[config.mk]
export PLATFORM = sky130hd
export DESIGN_NAME = mux_n_to_1_rr_flat
export DESIGN_NICKNAME = d
export VERILOG_FILES = /design/src/rtl/mux_pkg.sv /design/src/rtl/mux_n_to_1_rr_if.sv /design/src/rtl/rr_arbiter.sv /design/src/rtl/mux_n_to_1_rr.sv /design/src/flat_wrapper.sv
export SDC_FILE = /design/constraint.sdc
export NUM_CORES = 1
export LEC_CHECK = 0
export ABC_AREA = 1
export BUFFER_PORTS_ARGS = -buffer_cell sky130_fd_sc_hd__buf_2
export CORE_UTILIZATION = 35
export CTS_BUF_LIST = sky130_fd_sc_hd__clkbuf_4
export DETAILED_ROUTE_END_ITERATION = 8
export GPL_TIMING_DRIVEN = 0
export SYNTH_ARGS = -nofsm -noshare
export SYNTH_HDL_FRONTEND = slang
export SYNTH_SLANG_ARGS = --single-unit
[constraint.sdc]
create_clock -name clk -period 11.35 [get_ports clk]
set_input_delay 2.27 -clock clk [delete_from_list [all_inputs] [get_ports clk]]
set_output_delay 2.27 -clock clk [all_outputs]
set_load 0.03 [all_outputs]
[src/rtl/mux_pkg.sv]
// rtl/mux_pkg.sv - shared types and width helper for the N:1 round-robin mux
//
// Purpose : selection-mode and output-register state enums, and the
//           select/channel-id width helper used by interface, top and arbiter.
// Ports   : none (package)
package mux_pkg;

    typedef enum logic {
        MODE_FIXED = 1'b0,
        MODE_RR    = 1'b1
    } mode_e;

    typedef enum logic {
        ST_EMPTY = 1'b0,
        ST_FULL  = 1'b1
    } state_e;

    // Channel-id width; never below 1 so a 2-input mux still has a real select bit.
    function automatic int sel_width(input int n);
        return (n <= 2) ? 1 : $clog2(n);
    endfunction

endpackage

[src/rtl/mux_n_to_1_rr_if.sv]
// rtl/mux_n_to_1_rr_if.sv - handshake/data bundle between producers, mux and consumer
//
// Purpose : groups the per-channel inputs, selection controls and the single
//           registered output stream of mux_n_to_1_rr.
// Signals : in_data/in_valid/in_ready  per-channel producer handshake
//           mode/sel                   selection controls
//           out_data/out_chan/out_valid/out_ready  consumer handshake
//           sel_err                    fixed-mode out-of-range select pulse
//           out_parity                 XOR of the output word (MUX_PARITY_EN only)
// Modports: slave  - the mux itself
//           master - the environment driving it
interface mux_n_to_1_rr_if #(
    parameter int NUM_INPUTS = 16,
    parameter int DATA_WIDTH = 8
);
    import mux_pkg::*;

    localparam int SEL_W = sel_width(NUM_INPUTS);

    logic [NUM_INPUTS*DATA_WIDTH-1:0] in_data;
    logic [NUM_INPUTS-1:0]            in_valid;
    logic [NUM_INPUTS-1:0]            in_ready;
    logic                             mode;
    logic [SEL_W-1:0]                 sel;
    logic [DATA_WIDTH-1:0]            out_data;
    logic [SEL_W-1:0]                 out_chan;
    logic                             out_valid;
    logic                             out_ready;
    logic                             sel_err;
`ifdef MUX_PARITY_EN
    logic                             out_parity;
`endif

    modport slave (
        input  in_data, in_valid, mode, sel, out_ready,
        output in_ready, out_data, out_chan, out_valid, sel_err
`ifdef MUX_PARITY_EN
        , output out_parity
`endif
    );

    modport master (
        output in_data, in_valid, mode, sel, out_ready,
        input  in_ready, out_data, out_chan, out_valid, sel_err
`ifdef MUX_PARITY_EN
        , input out_parity
`endif
    );

endinterface

[src/rtl/rr_arbiter.sv]
// rtl/rr_arbiter.sv - combinational round-robin arbiter
//
// Purpose : grants the first requesting channel after the last-grant pointer,
//           wrapping modulo NUM_INPUTS.
// Ports   : req    in  NUM_INPUTS  request vector
//           last   in  SEL_W       index of previous grant
//           enable in  1           when low no grant is issued
//           grant  out NUM_INPUTS  one-hot grant (or zero)
//           idx    out SEL_W       encoded index of grant (0 when none)
module rr_arbiter
    import mux_pkg::*;
#(
    parameter int NUM_INPUTS = 16
) (
    input  logic [NUM_INPUTS-1:0]                 req,
    input  logic [sel_width(NUM_INPUTS)-1:0]      last,
    input  logic                                  enable,
    output logic [NUM_INPUTS-1:0]                 grant,
    output logic [sel_width(NUM_INPUTS)-1:0]      idx
);
    localparam int SEL_W = sel_width(NUM_INPUTS);

    always_comb begin
        logic found;
        int   c;
        grant = '0;
        idx   = '0;
        found = 1'b0;
        c     = 0;
        // Scan last+1 .. last+NUM_INPUTS; last itself is checked last, so a
        // lone requester on the previous grant still wins.
        for (int i = 1; i <= NUM_INPUTS; i++) begin
            c = int'(last) + i;
            if (c >= NUM_INPUTS) c = c - NUM_INPUTS;
            if (enable && !found && req[c]) begin
                found    = 1'b1;
                grant[c] = 1'b1;
                idx      = SEL_W'(c);
            end
        end
    end

endmodule

[src/rtl/mux_n_to_1_rr.sv]
// rtl/mux_n_to_1_rr.sv - registered N:1 mux with fixed-select or round-robin arbitration
//
// Purpose : picks one valid producer per cycle and registers its word into a
//           single output stage (latency 1, full throughput under out_ready).
// Ports   : clk  in  sole clock, rising edge
//           rst  in  asynchronous active-high reset
//           bus  slave modport of mux_n_to_1_rr_if (see interface header)
// Option  : MUX_PARITY_EN adds bus.out_parity, registered alongside out_data.
module mux_n_to_1_rr
    import mux_pkg::*;
#(
    parameter int NUM_INPUTS = 16,
    parameter int DATA_WIDTH = 8
) (
    input  logic            clk,
    input  logic            rst,
    mux_n_to_1_rr_if.slave  bus
);
    localparam int SEL_W = sel_width(NUM_INPUTS);

    state_e                  state_q, state_d;
    logic [DATA_WIDTH-1:0]   data_q, data_mux;
    logic [SEL_W-1:0]        chan_q, last_q, arb_idx, load_idx;
    logic                    sel_err_q;
    logic [NUM_INPUTS-1:0]   arb_grant, fx_grant, grant, ready;
    logic                    rr_mode, sel_ok, can_load, load;

    assign rr_mode  = (mode_e'(bus.mode) == MODE_RR);
    assign can_load = (state_q == ST_EMPTY) || bus.out_ready;

    // Fixed-mode grant by per-channel compare; an out-of-range sel matches nothing.
    always_comb begin
        fx_grant = '0;
        sel_ok   = 1'b0;
        for (int k = 0; k < NUM_INPUTS; k++) begin
            if (bus.sel == SEL_W'(k)) begin
                sel_ok      = 1'b1;
                fx_grant[k] = bus.in_valid[k];
            end
        end
    end

    rr_arbiter #(.NUM_INPUTS(NUM_INPUTS)) u_arb (
        .req    (bus.in_valid),
        .last   (last_q),
        .enable (rr_mode && can_load),
        .grant  (arb_grant),
        .idx    (arb_idx)
    );

    assign grant    = rr_mode ? arb_grant : fx_grant;
    assign ready    = (can_load && !rst) ? grant : '0;
    assign load     = |ready;
    assign load_idx = rr_mode ? arb_idx : bus.sel;

    always_comb begin
        data_mux = '0;
        for (int k = 0; k < NUM_INPUTS; k++) begin
            if (ready[k]) data_mux = bus.in_data[k*DATA_WIDTH +: DATA_WIDTH];
        end
    end

    always_comb begin
        state_d = state_q;
        case (state_q)
            ST_EMPTY: if (load) state_d = ST_FULL;
            ST_FULL:  if (bus.out_ready && !load) state_d = ST_EMPTY;
            default:  state_d = ST_EMPTY;
        endcase
    end

    always_ff @(posedge clk or posedge rst) begin
        if (rst) begin
            state_q   <= ST_EMPTY;
            data_q    <= '0;
            chan_q    <= '0;
            sel_err_q <= 1'b0;
            last_q    <= SEL_W'(NUM_INPUTS - 1);
        end else begin
            state_q   <= state_d;
            sel_err_q <= !rr_mode && !sel_ok;
            if (load) begin
                data_q <= data_mux;
                chan_q <= load_idx;
            end
            // Pointer moves only on round-robin grants so fixed mode leaves it intact.
            if (load && rr_mode) last_q <= arb_idx;
        end
    end

    assign bus.in_ready  = ready;
    assign bus.out_data  = data_q;
    assign bus.out_chan  = chan_q;
    assign bus.out_valid = (state_q == ST_FULL);
    assign bus.sel_err   = sel_err_q;

`ifdef MUX_PARITY_EN
    logic parity_q;
    always_ff @(posedge clk or posedge rst) begin
        if (rst)       parity_q <= 1'b0;
        else if (load) parity_q <= ^data_mux;
    end
    assign bus.out_parity = parity_q;
`endif

endmodule

[src/flat_wrapper.sv]
// flat-port wrapper written by rule: the top's interface ports become plain ports
module mux_n_to_1_rr_flat import mux_pkg::*;
#(
    parameter int NUM_INPUTS = 16,
    parameter int DATA_WIDTH = 8
)
  (clk, rst, bus_in_data, bus_in_valid, bus_mode, bus_sel, bus_out_ready, bus_in_ready, bus_out_data, bus_out_chan, bus_out_valid, bus_sel_err);
  mux_n_to_1_rr_if #(.NUM_INPUTS(NUM_INPUTS), .DATA_WIDTH(DATA_WIDTH)) bus_i ();
  input  logic clk;
  input  logic rst;
  input wire logic [$bits(bus_i.in_data)-1:0] bus_in_data;
  input wire logic [$bits(bus_i.in_valid)-1:0] bus_in_valid;
  input wire logic [$bits(bus_i.mode)-1:0] bus_mode;
  input wire logic [$bits(bus_i.sel)-1:0] bus_sel;
  input wire logic [$bits(bus_i.out_ready)-1:0] bus_out_ready;
  output wire logic [$bits(bus_i.in_ready)-1:0] bus_in_ready;
  output wire logic [$bits(bus_i.out_data)-1:0] bus_out_data;
  output wire logic [$bits(bus_i.out_chan)-1:0] bus_out_chan;
  output wire logic [$bits(bus_i.out_valid)-1:0] bus_out_valid;
  output wire logic [$bits(bus_i.sel_err)-1:0] bus_sel_err;
  assign bus_i.in_data = bus_in_data;
  assign bus_i.in_valid = bus_in_valid;
  assign bus_i.mode = bus_mode;
  assign bus_i.sel = bus_sel;
  assign bus_i.out_ready = bus_out_ready;
  assign bus_in_ready = bus_i.in_ready;
  assign bus_out_data = bus_i.out_data;
  assign bus_out_chan = bus_i.out_chan;
  assign bus_out_valid = bus_i.out_valid;
  assign bus_sel_err = bus_i.sel_err;
  mux_n_to_1_rr #(.NUM_INPUTS(NUM_INPUTS), .DATA_WIDTH(DATA_WIDTH)) u_core (.clk(clk), .rst(rst), .bus(bus_i));
endmodule
# Word-level counts from Yosys, hierarchy flattened
# Cells that the tools add are included.
[totals] reg_bits=18 n_memories=0 ram_bits=0 out_inout_bits=30 in_bits=152 romBits=0 latchBits=0 elab_cells=387
[op_classes] mux=197 div_mod_pow=0 addsub=32 multipliers=0 n_bitwise=16 n_eq_ne=15 magnitude_cmp=48 n_shift=0 n_reduce_logical=74
[op_table] cell="$ge A32 B1 Y1 const B" n=16
[op_table] cell="$lt A32 B6 Y1 const B" n=16
[op_table] cell="$mux W32" n=16
[op_table] cell="$mux W16" n=18
[op_table] cell="$or A16 B16 Y16" n=15
[op_table] cell="$mux W8" n=16
[op_table] cell="$mux W1" n=97
[op_table] cell="$sub A5 B5 Y6 const B" n=14
[op_table] cell="$ge A5 B5 Y1 const B" n=14
[op_table] cell="$mux W4" n=17
[op_table] cell="$bmux W1 S4" n=16
[op_table] cell="$demux W1 S4" n=16
[op_table] cell="$logic_and A1 B1 Y1" n=52
[op_table] cell="$add A4 B4 Y5 const B" n=8
[op_table] cell="$eq A4 B4 Y1 const B" n=8
[op_table] cell="$ge A32 B6 Y1 const B" n=1
[op_table] cell="$sub A32 B6 Y32 const B" n=1
[op_table] cell="$add A4 B3 Y5 const B" n=4
[op_table] cell="$logic_not A1 Y1" n=19
[op_table] cell="$eq A4 B3 Y1 const B" n=4
[op_table] cell="$reduce_or A16 Y1" n=1
[op_table] cell="$add A4 B2 Y5 const B" n=2
[op_table] cell="$eq A4 B2 Y1 const B" n=2
[op_table] cell="$sub A6 B5 Y7 const B" n=1
[op_table] cell="other kinds (8)" n=8

# Logic depth before layout (Yosys ltp)
# Gate-level depths: netlist (run 1).
[depth] depth_word=86 mapped_depth=41 mapped_depth_nobuf=39

# Hierarchy
# From an unflattened synthesis (run 1), not the netlist that was laid out.
[unflattened] cells_unflattened=1543 hier_area_um2=7460.9
[by_module_without_submodules] mod="rr_arbiter" cells_each=1006 instances=1 area_per_inst_um2=4634.4 seq_area_each_um2=0.0
[by_module_without_submodules] mod="mux_n_to_1_rr" cells_each=537 instances=1 area_per_inst_um2=2826.5 seq_area_each_um2=455.4

# Least setup slack after synthesis (run 1)
# OpenSTA, ideal clock, no wires.
[synth_path] path_kind="in2out" from="input bus_mode" to="output bus_in_ready[11]" slack_ns=4.210 t_arrival_ns=4.870 required_ns=9.080 stages=19 cell_sequence="clkbuf_1 > nand2_1 > inv_1 > clkbuf_1 > nand2_1 > nor2_1 > inv_1 > nand4_4 > nor2_4 > nand2_1 > inv_1 > nand3_1 > buf_2 > inv_1 > a21oi_1 > o2111ai_1 > nand2_1 > clkbuf_1 > inv_1"
[synth_between] elab_chain_cells=65
[synth_rtl] element="start: declaration" line="flat_wrapper.sv:13" text="input wire logic [$bits(bus_i.mode)-1:0] bus_mode;"
[synth_rtl] element="$logic_and A1 B1 Y1" line="mux_n_to_1_rr.sv:46" text=".enable (rr_mode && can_load),"
[synth_rtl] element="$logic_and A1 B1 Y1" line="rr_arbiter.sv:35" text="if (enable && !found && req[c]) begin"
[synth_rtl] element="$mux W1" line="rr_arbiter.sv:35"
[synth_rtl] element="$logic_not A1 Y1" line="rr_arbiter.sv:35"
[synth_rtl] element="$logic_and A1 B1 Y1 (2 in series)" line="rr_arbiter.sv:35"
[synth_rtl] element="$mux W1" line="rr_arbiter.sv:35"
[synth_rtl] element="$logic_not A1 Y1" line="rr_arbiter.sv:35"
[synth_rtl] element="$logic_and A1 B1 Y1 (2 in series)" line="rr_arbiter.sv:35"
[synth_rtl] element="[45 not listed]"
[synth_rtl] element="$logic_not A1 Y1" line="rr_arbiter.sv:35"
[synth_rtl] element="$logic_and A1 B1 Y1 (2 in series)" line="rr_arbiter.sv:35"
[synth_rtl] element="$mux W1" line="rr_arbiter.sv:35"
[synth_rtl] element="$logic_not A1 Y1" line="rr_arbiter.sv:35"
[synth_rtl] element="$logic_and A1 B1 Y1 (2 in series)" line="rr_arbiter.sv:35"
[synth_rtl] element="$mux W16" line="rr_arbiter.sv:35"
[synth_rtl] element="$mux W16 *" line="mux_n_to_1_rr.sv:51" text="assign grant = rr_mode ? arb_grant : fx_grant;"
[synth_rtl] element="$mux W16 *" line="mux_n_to_1_rr.sv:52" text="assign ready = (can_load && !rst) ? grant : '0;"
[synth_rtl] element="end: declaration" line="flat_wrapper.sv:16" text="output wire logic [$bits(bus_i.in_ready)-1:0] bus_in_ready;"
# Every way passes the cells marked *; elsewhere a longest branch is shown, timed or not.

# Worst setup path after layout (run 1)
# Same ends and word-level chain as after synthesis.

==> results.yml, run 1 <==
logic_synthesis:
  synth_nets: 1613
  yosysWarnings: 0
  yosysTopAreaCell: "nand2_1"
  synth-seq-cells: 18
  ys.flop_type: "dfrtp_1"
  synth_area_um2: 7049
  synth_cell_types: 48
  synthArstFlopShare_pct: 100.0
  syn_avg_cell_area_um2: 4.889
  synth_cells: 1442
  synth.area.top_cells: "nand2_1 26%, nand3_1 13%, nor2_1 10%"
  synth_top_cell_area_share_pct: 25.56
  yosysSeqAreaShare_pct: 6.461
  synth_edf_count: 0
die:
  start_util_pct: 35.98
  fp-row-count: 51
  die_height_um: 143.9
  die_w_um: 143.9
  die-area_um2: 20710
  ios: 182
  design.core.area_um2: 19590
route:
  drt_wl_total_mm: 35.89
  first_pass_iters: 5
  vias_per_cell: 5.568
  vias: 10530
  drcViolationCount: 0
  post_drt_wl_per_cell_um: 18.98
  ant_nets: 0
  drt_iter0_drc: 1182
layout:
  final-instance-count-excl-fill: 1891
  drive_gt1_share_pct: 16.54
  multiInputGateArea_um2: 5617
  syn_to_final_growth_pct: 17.86
  fin_nets: 1798
  diodes: 0
  seq_area_um2: 455.4
  n_fill_cell: 2387
cts:
  cts_tree: "yes"
  clock_path_buffers: 2
  cts_root_buf: "clkbuf_4"
  cts-htree-levels: 1
  clk_latency_ps: 310
  clock-sinks: 18
  cts.clk_slew.worst_paths_ps: 100
  cts_hold_buf: 0
  numCtsBuffers: 3
  post_cts_resized: 0
  cts_setup_buffers: 0
critical_path:
  path_buf_inv: 7
  cp_top_family: "buffers and inverters"
  crit_fanout: 10
  cp_slowest_stage_delay_ps: 670
  slowest_stage: "nor2_1"
  cp_cell_sequence: "clkbuf_1, nand2_1, inv_1, clkbuf_1, nand3_1, nor2_1, clkbuf_1, a211oi_1, o2111ai_1, a21oi_1, o21ai_0, a21oi_1, o2111ai_1, a21oi_1, o2111ai_1, nand2_1, clkbuf_1, inv_1, buf_2"
  critical_path_arrival_ps: 6750
  critPathMostFrequentCell: "clkbuf_1"
  end_kind: "output pin"
  critPathKind: "input pin to output pin"
  required_ps: 9080
  crit_path_start_kind: "input pin"
pwr:
  vdd_drop_max_v: 0.0001905
  leakagePower_nw: 4.275
  report.power.total_mw: 2.180
  p_per_area_nw_per_um2: 262.5
place:
  dp.cells: 1887
  port_buffers: 180
  routabilityCongestion: 1.032
  dp_hpwl_mm: 29.00
  place_ws_ps: 2600
timing:
  tightest_slew_ps: 862.8
  final_max_slew_viol_count: 0
  finalWorstSetupSlack_ps: 2333
  max_freq_mhz: 110.9
  hold_viol: 0
  relSlewSlack_pct: 42.27
  setup_viol: 0
  worst_clock_skew_ps: 12.83
  setup_tns_ps: 0
  rsz0062_at_grt: "false"
  hold_slack_ps: 493.6
  period_share_pct: 79.45
  period_minus_slack_ps: 9017
grt:
  grt_start_max_net_pins: 20
  antenna_found_initial: 0
  grt_usage_pct: 34.31
  grt_pass1_vias: 9360
  overflow: 0
  grt_pass1_wl_mm: 53.81
job:
  max-cap-violations: 0
worst_hold_path:
  min_path_type: "flip-flop to flip-flop"
outcome:
  status: "finished, final reports clean"
## cell usage after synthesis (3+ instances only)
cell,n
nand2_1,480
nor2_1,191
nand3_1,187
inv_1,175
a21oi_1,75
o21ai_0,64
clkbuf_1,27
buf_2,19
ha_1,19
nand4_1,19
nor3_1,19
o2111ai_1,19
inv_2,17
dfrtp_1,14
o21ai_1,13
o211ai_1,10
nand2_2,9
or2_2,8
nand3b_1,7
a211oi_1,6
nand3_2,6
a31oi_1,5
nor2_4,5
clkinv_1,4
dfstp_2,4
o22ai_1,4
buf_4,3
nand4_4,3
o221ai_1,3
## metrics by stage
step,cell area (um^2),util (%)
after floorplan,7049,-
final,8308,42.41
after global routing,8308,42.41
after CTS,8308,42.41
after detailed placement,8282,42.28
after global placement,8282,42.28
## path summary, 6_finish.rpt
check | start | end | slack, ps | cells past startpoint
max | bus_mode | bus_in_ready[11] | 2330 | 19
min | u_core.bus.out_data[1] | u_core.bus.out_data[1] | 490 | 2
max reg2reg | u_core.last_q[2] | u_core.bus.out_data[0] | 4500 | 27
min reg2reg | u_core.bus.out_data[1] | u_core.bus.out_data[1] | 490 | 2
max in group asynchronous | rst | u_core.bus.out_data[3] | 8820 | 2
min in group asynchronous | rst | u_core.bus.sel_err | 2060 | 2
## where the power goes
part	leakage (nW)	internal (mW)	switching [mW]
sequential	0.204	0.101	0.0347
clock	0.0154	0.0128	0.0223
combinational	4.06	0.517	1.49
## kinds of logic after synthesis
group	Yosys count	share of synthesized area, %
and+or+nand+nor	947	58.68
buffers and inverters	247	13.86
AOI/OAI and AO/OA	207	16.99
adders and majority gates	19	3.372
DFF	18	6.461
xor gates and xnor gates	3	0.5857
other	1	0.05320
## layout make-up
type / instances / area share [%]
multi-input cells: 1177 / 67.61
repair buffers: 180 / 10.84
inverters: 196 / 8.855
flip-flops and latches: 18 / 5.482
well taps: 265 / 3.991
plain buffers: 51 / 2.907
clock buffers: 3 / 0.2711
clock inverters: 1 / 0.04518
## flip-flops by register name, indices dropped and copies added (netlist names)
signal	flops
u_core.last_q	4
u_core.bus.out_valid	1
u_core.bus.sel_err	1
u_core.bus.out_chan	4
u_core.bus.out_data	8
## cells in the final DEF, fill, tap and decap left out, types with 7 or more instances in the layout
cell       instances
nor3_1            19
o21ai_1           13
nand2_1          480
buf_2            199
inv_2             17
o2111ai_1         19
o21ai_0           64
ha_1              19
nand3_1          187
nand3b_1           7
a21oi_1           75
dfrtp_1           14
clkbuf_1          27
nand4_1           19
nor2_1           191
or2_2              8
nand2_2            9
inv_1            175
o211ai_1          10
## routing by layer
| layer | track usage (%) | share of wire (%) | vias to the layer above |
|---|---|---|---|
| li1 | - | - | 5060 |
| met1 | 46.44 | 41 | 4696 |
| met2 | 52.17 | 43 | 641 |
| met3 | 5.631 | 11 | 133 |
| met4 | 17.02 | 5.1 | 0 |
| met5 | 0 | 0 | - |
## worst reg2reg max path: stages, from the launching register on
cell and delay [ps]:
dfstp_2 650, buf_4 220, inv_2 70, clkbuf_1 350, ha_1 400, buf_2 210, inv_1 120, clkbuf_1 540
nand3_1 190, nand3_1 100, nand2_1 100, nor2_1 340, nor3_2 140, nand2_1 220, clkbuf_1 550, o21ai_0 350
a21oi_1 190, o2111ai_1 140, a21oi_1 330, o2111ai_1 230, nand2_1 290, inv_2 170, nor3_1 170, nand2_1 110
nor2_4 230, buf_4 230, nand2_1 60, nand2_1 70
Note: power is estimated with default switching activity, not from simulation.
==> run 2, diff against run 1 <==
==> constraint.sdc (replaced) <==
create_clock -name clk -period 8.6 [get_ports clk]
set_input_delay 1.72 -clock clk [delete_from_list [all_inputs] [get_ports clk]]
set_output_delay 1.72 -clock clk [all_outputs]
set_load 0.03 [all_outputs]
==> results.yml, run 2 (synthesis results as in run 1) <==
place:
  port_buffers: 180
  dp.cells: 1887
  dp_hpwl_mm: 29.00
  routabilityCongestion: 1.032
layout:
  n_fill_cell: 2385
  multiInputGateArea_um2: 5619
  drive_gt1_share_pct: 16.67
  layout_commonest_cell: "nand2_1"
  final-instance-count-excl-fill: 1891
  seq_area_um2: 455.4
  fin_nets: 1798
  syn_to_final_growth_pct: 17.91
  layout_common_cells: "480 x nand2_1, 199 x buf_2, 190 x nor2_1, 187 x nand3_1, 175 x inv_1"
  diodes: 0
  largest_register_ff_count: 8
grt:
  grt_usage_pct: 34.31
  antenna_found_initial: 0
  overflow: 0
  grt_start_max_net_pins: 20
  grt_pass1_vias: 9358
  grt_pass1_wl_mm: 53.78
timing:
  worst_clock_skew_ps: 13.59
  setup_tns_ps: 0
  hold_viol: 0
  max_freq_mhz: 122.5
  period_share_pct: 94.95
  setup_viol: 0
  final_max_slew_viol_count: 0
  rsz0062_at_grt: "false"
  period_minus_slack_ps: 8166
  relSlewSlack_pct: 42.46
  tightest_slew_ps: 859.9
route:
  drt_iter0_drc: 1186
  first_pass_iters: 6
  drcViolationCount: 0
  vias: 10500
  post_drt_wl_per_cell_um: 18.98
  ant_nets: 0
  vias_per_cell: 5.554
  drt_wl_total_mm: 35.89
die:
  fp-row-count: 51
  ios: 182
  start_util_pct: 35.98
  die_w_um: 143.9
  die-area_um2: 20710
  die_height_um: 143.9
  design.core.area_um2: 19590
critical_path:
  required_ps: 6880
  crit_path_start_kind: "flip-flop"
  end_kind: "output pin"
  critPathKind: "flip-flop to output pin"
  crit_fanout: 14
  critical_path_arrival_ps: 6450
cts:
  clock-sinks: 18
  clock_path_buffers: 2
  numCtsBuffers: 3
  cts.clk_slew.worst_paths_ps: 120
  cts_setup_buffers: 0
  cts_tree: "yes"
  clk_latency_ps: 310
  cts_root_buf: "clkbuf_4"
  cts-htree-levels: 1
pwr:
  leakagePower_nw: 4.277
  p_per_area_nw_per_um2: 346.6
  vdd_drop_max_v: 0.0002541
job:
  max-cap-violations: 0
worst_hold_path:
  min_path_type: "flip-flop to flip-flop"
outcome:
  status: "finished, final reports clean"
## run 2: layer usage
metal	vias up	GRT usage (%)	share of wire, %
li1	5056	-	-
met1	4689	46.52	42
met2	636	52.17	43
met3	122	5.531	10
met4	0	16.97	4.8
met5	-	0	0
## run 2: final cells by class
cell class / instances / share of cell area [%]
buffer: 51 / 2.920
clock buffer: 3 / 0.2710
sequential: 18 / 5.479
multi-input combinational: 1177 / 67.61
clock inverter: 1 / 0.04516
inverter: 196 / 8.851
timing repair buffer: 180 / 10.84
tap: 265 / 3.989
## run 2: path summary, 6_finish.rpt
kind | cells past startpoint | from | slack [ps] | end
max in group asynchronous | 2 | rst | 6620 | u_core.bus.out_data[3]
worst min register to register | 2 | u_core.bus.out_data[1] | 490 | u_core.bus.out_data[1]
worst max-delay path | 24 | u_core.last_q[2] | 430 | bus_in_ready[11]
min in group asynchronous | 2 | rst | 1510 | u_core.bus.sel_err
worst max register to register | 28 | u_core.last_q[2] | 1890 | u_core.bus.out_data[0]
worst min-delay path | 2 | u_core.bus.out_data[1] | 490 | u_core.bus.out_data[1]
## run 2: through the flow
step	setup WS (ps)	cell area, um^2	utilization (%)	hold slack (ps)	power (mW)
4_1_cts	490.3	8308	42.41	497.1	2.775
2_1_floorplan	2560	7049	-	597.9	1.923
3_3_place_gp	820.4	8282	42.28	458.8	2.724
5_1_grt	136.3	8312	42.43	513.6	3.115
3_5_place_dp	855.8	8282	42.28	460.0	2.719
6_report	434.0	8312	42.43	493.6	2.881
## run 2: timing repair
item,CTS,global route
hold buffers,0,0
setup endpoints to repair,0,1
gates resized for setup,0,3
endpoints found under the hold margin,0,0
## run 2: where the power goes
group | internal (mW) | total, mW | switching [mW]
combinational | 0.683 | 2.65 | 1.97
clock | 0.0169 | 0.0464 | 0.0295
sequential | 0.134 | 0.180 | 0.0460
total | 0.833 | 2.88 | 2.05
## run 2: critical path, cell delays in order, from the launching register on
cell and delay [ps]:
dfstp_2 670, buf_4 220, inv_2 70, clkbuf_1 360, ha_1 400, buf_2 210
inv_1 120, clkbuf_1 520, nand3_1 190, nand3_1 100, nand2_1 100, nor2_1 350
nor2_4 110, nand2_2 260, inv_2 190, a21oi_1 280, o21ai_0 250, a21oi_1 180
o2111ai_1 150, a21oi_1 260, o2111ai_1 230, nand2_1 310, clkbuf_1 330, inv_1 80
buf_2 180
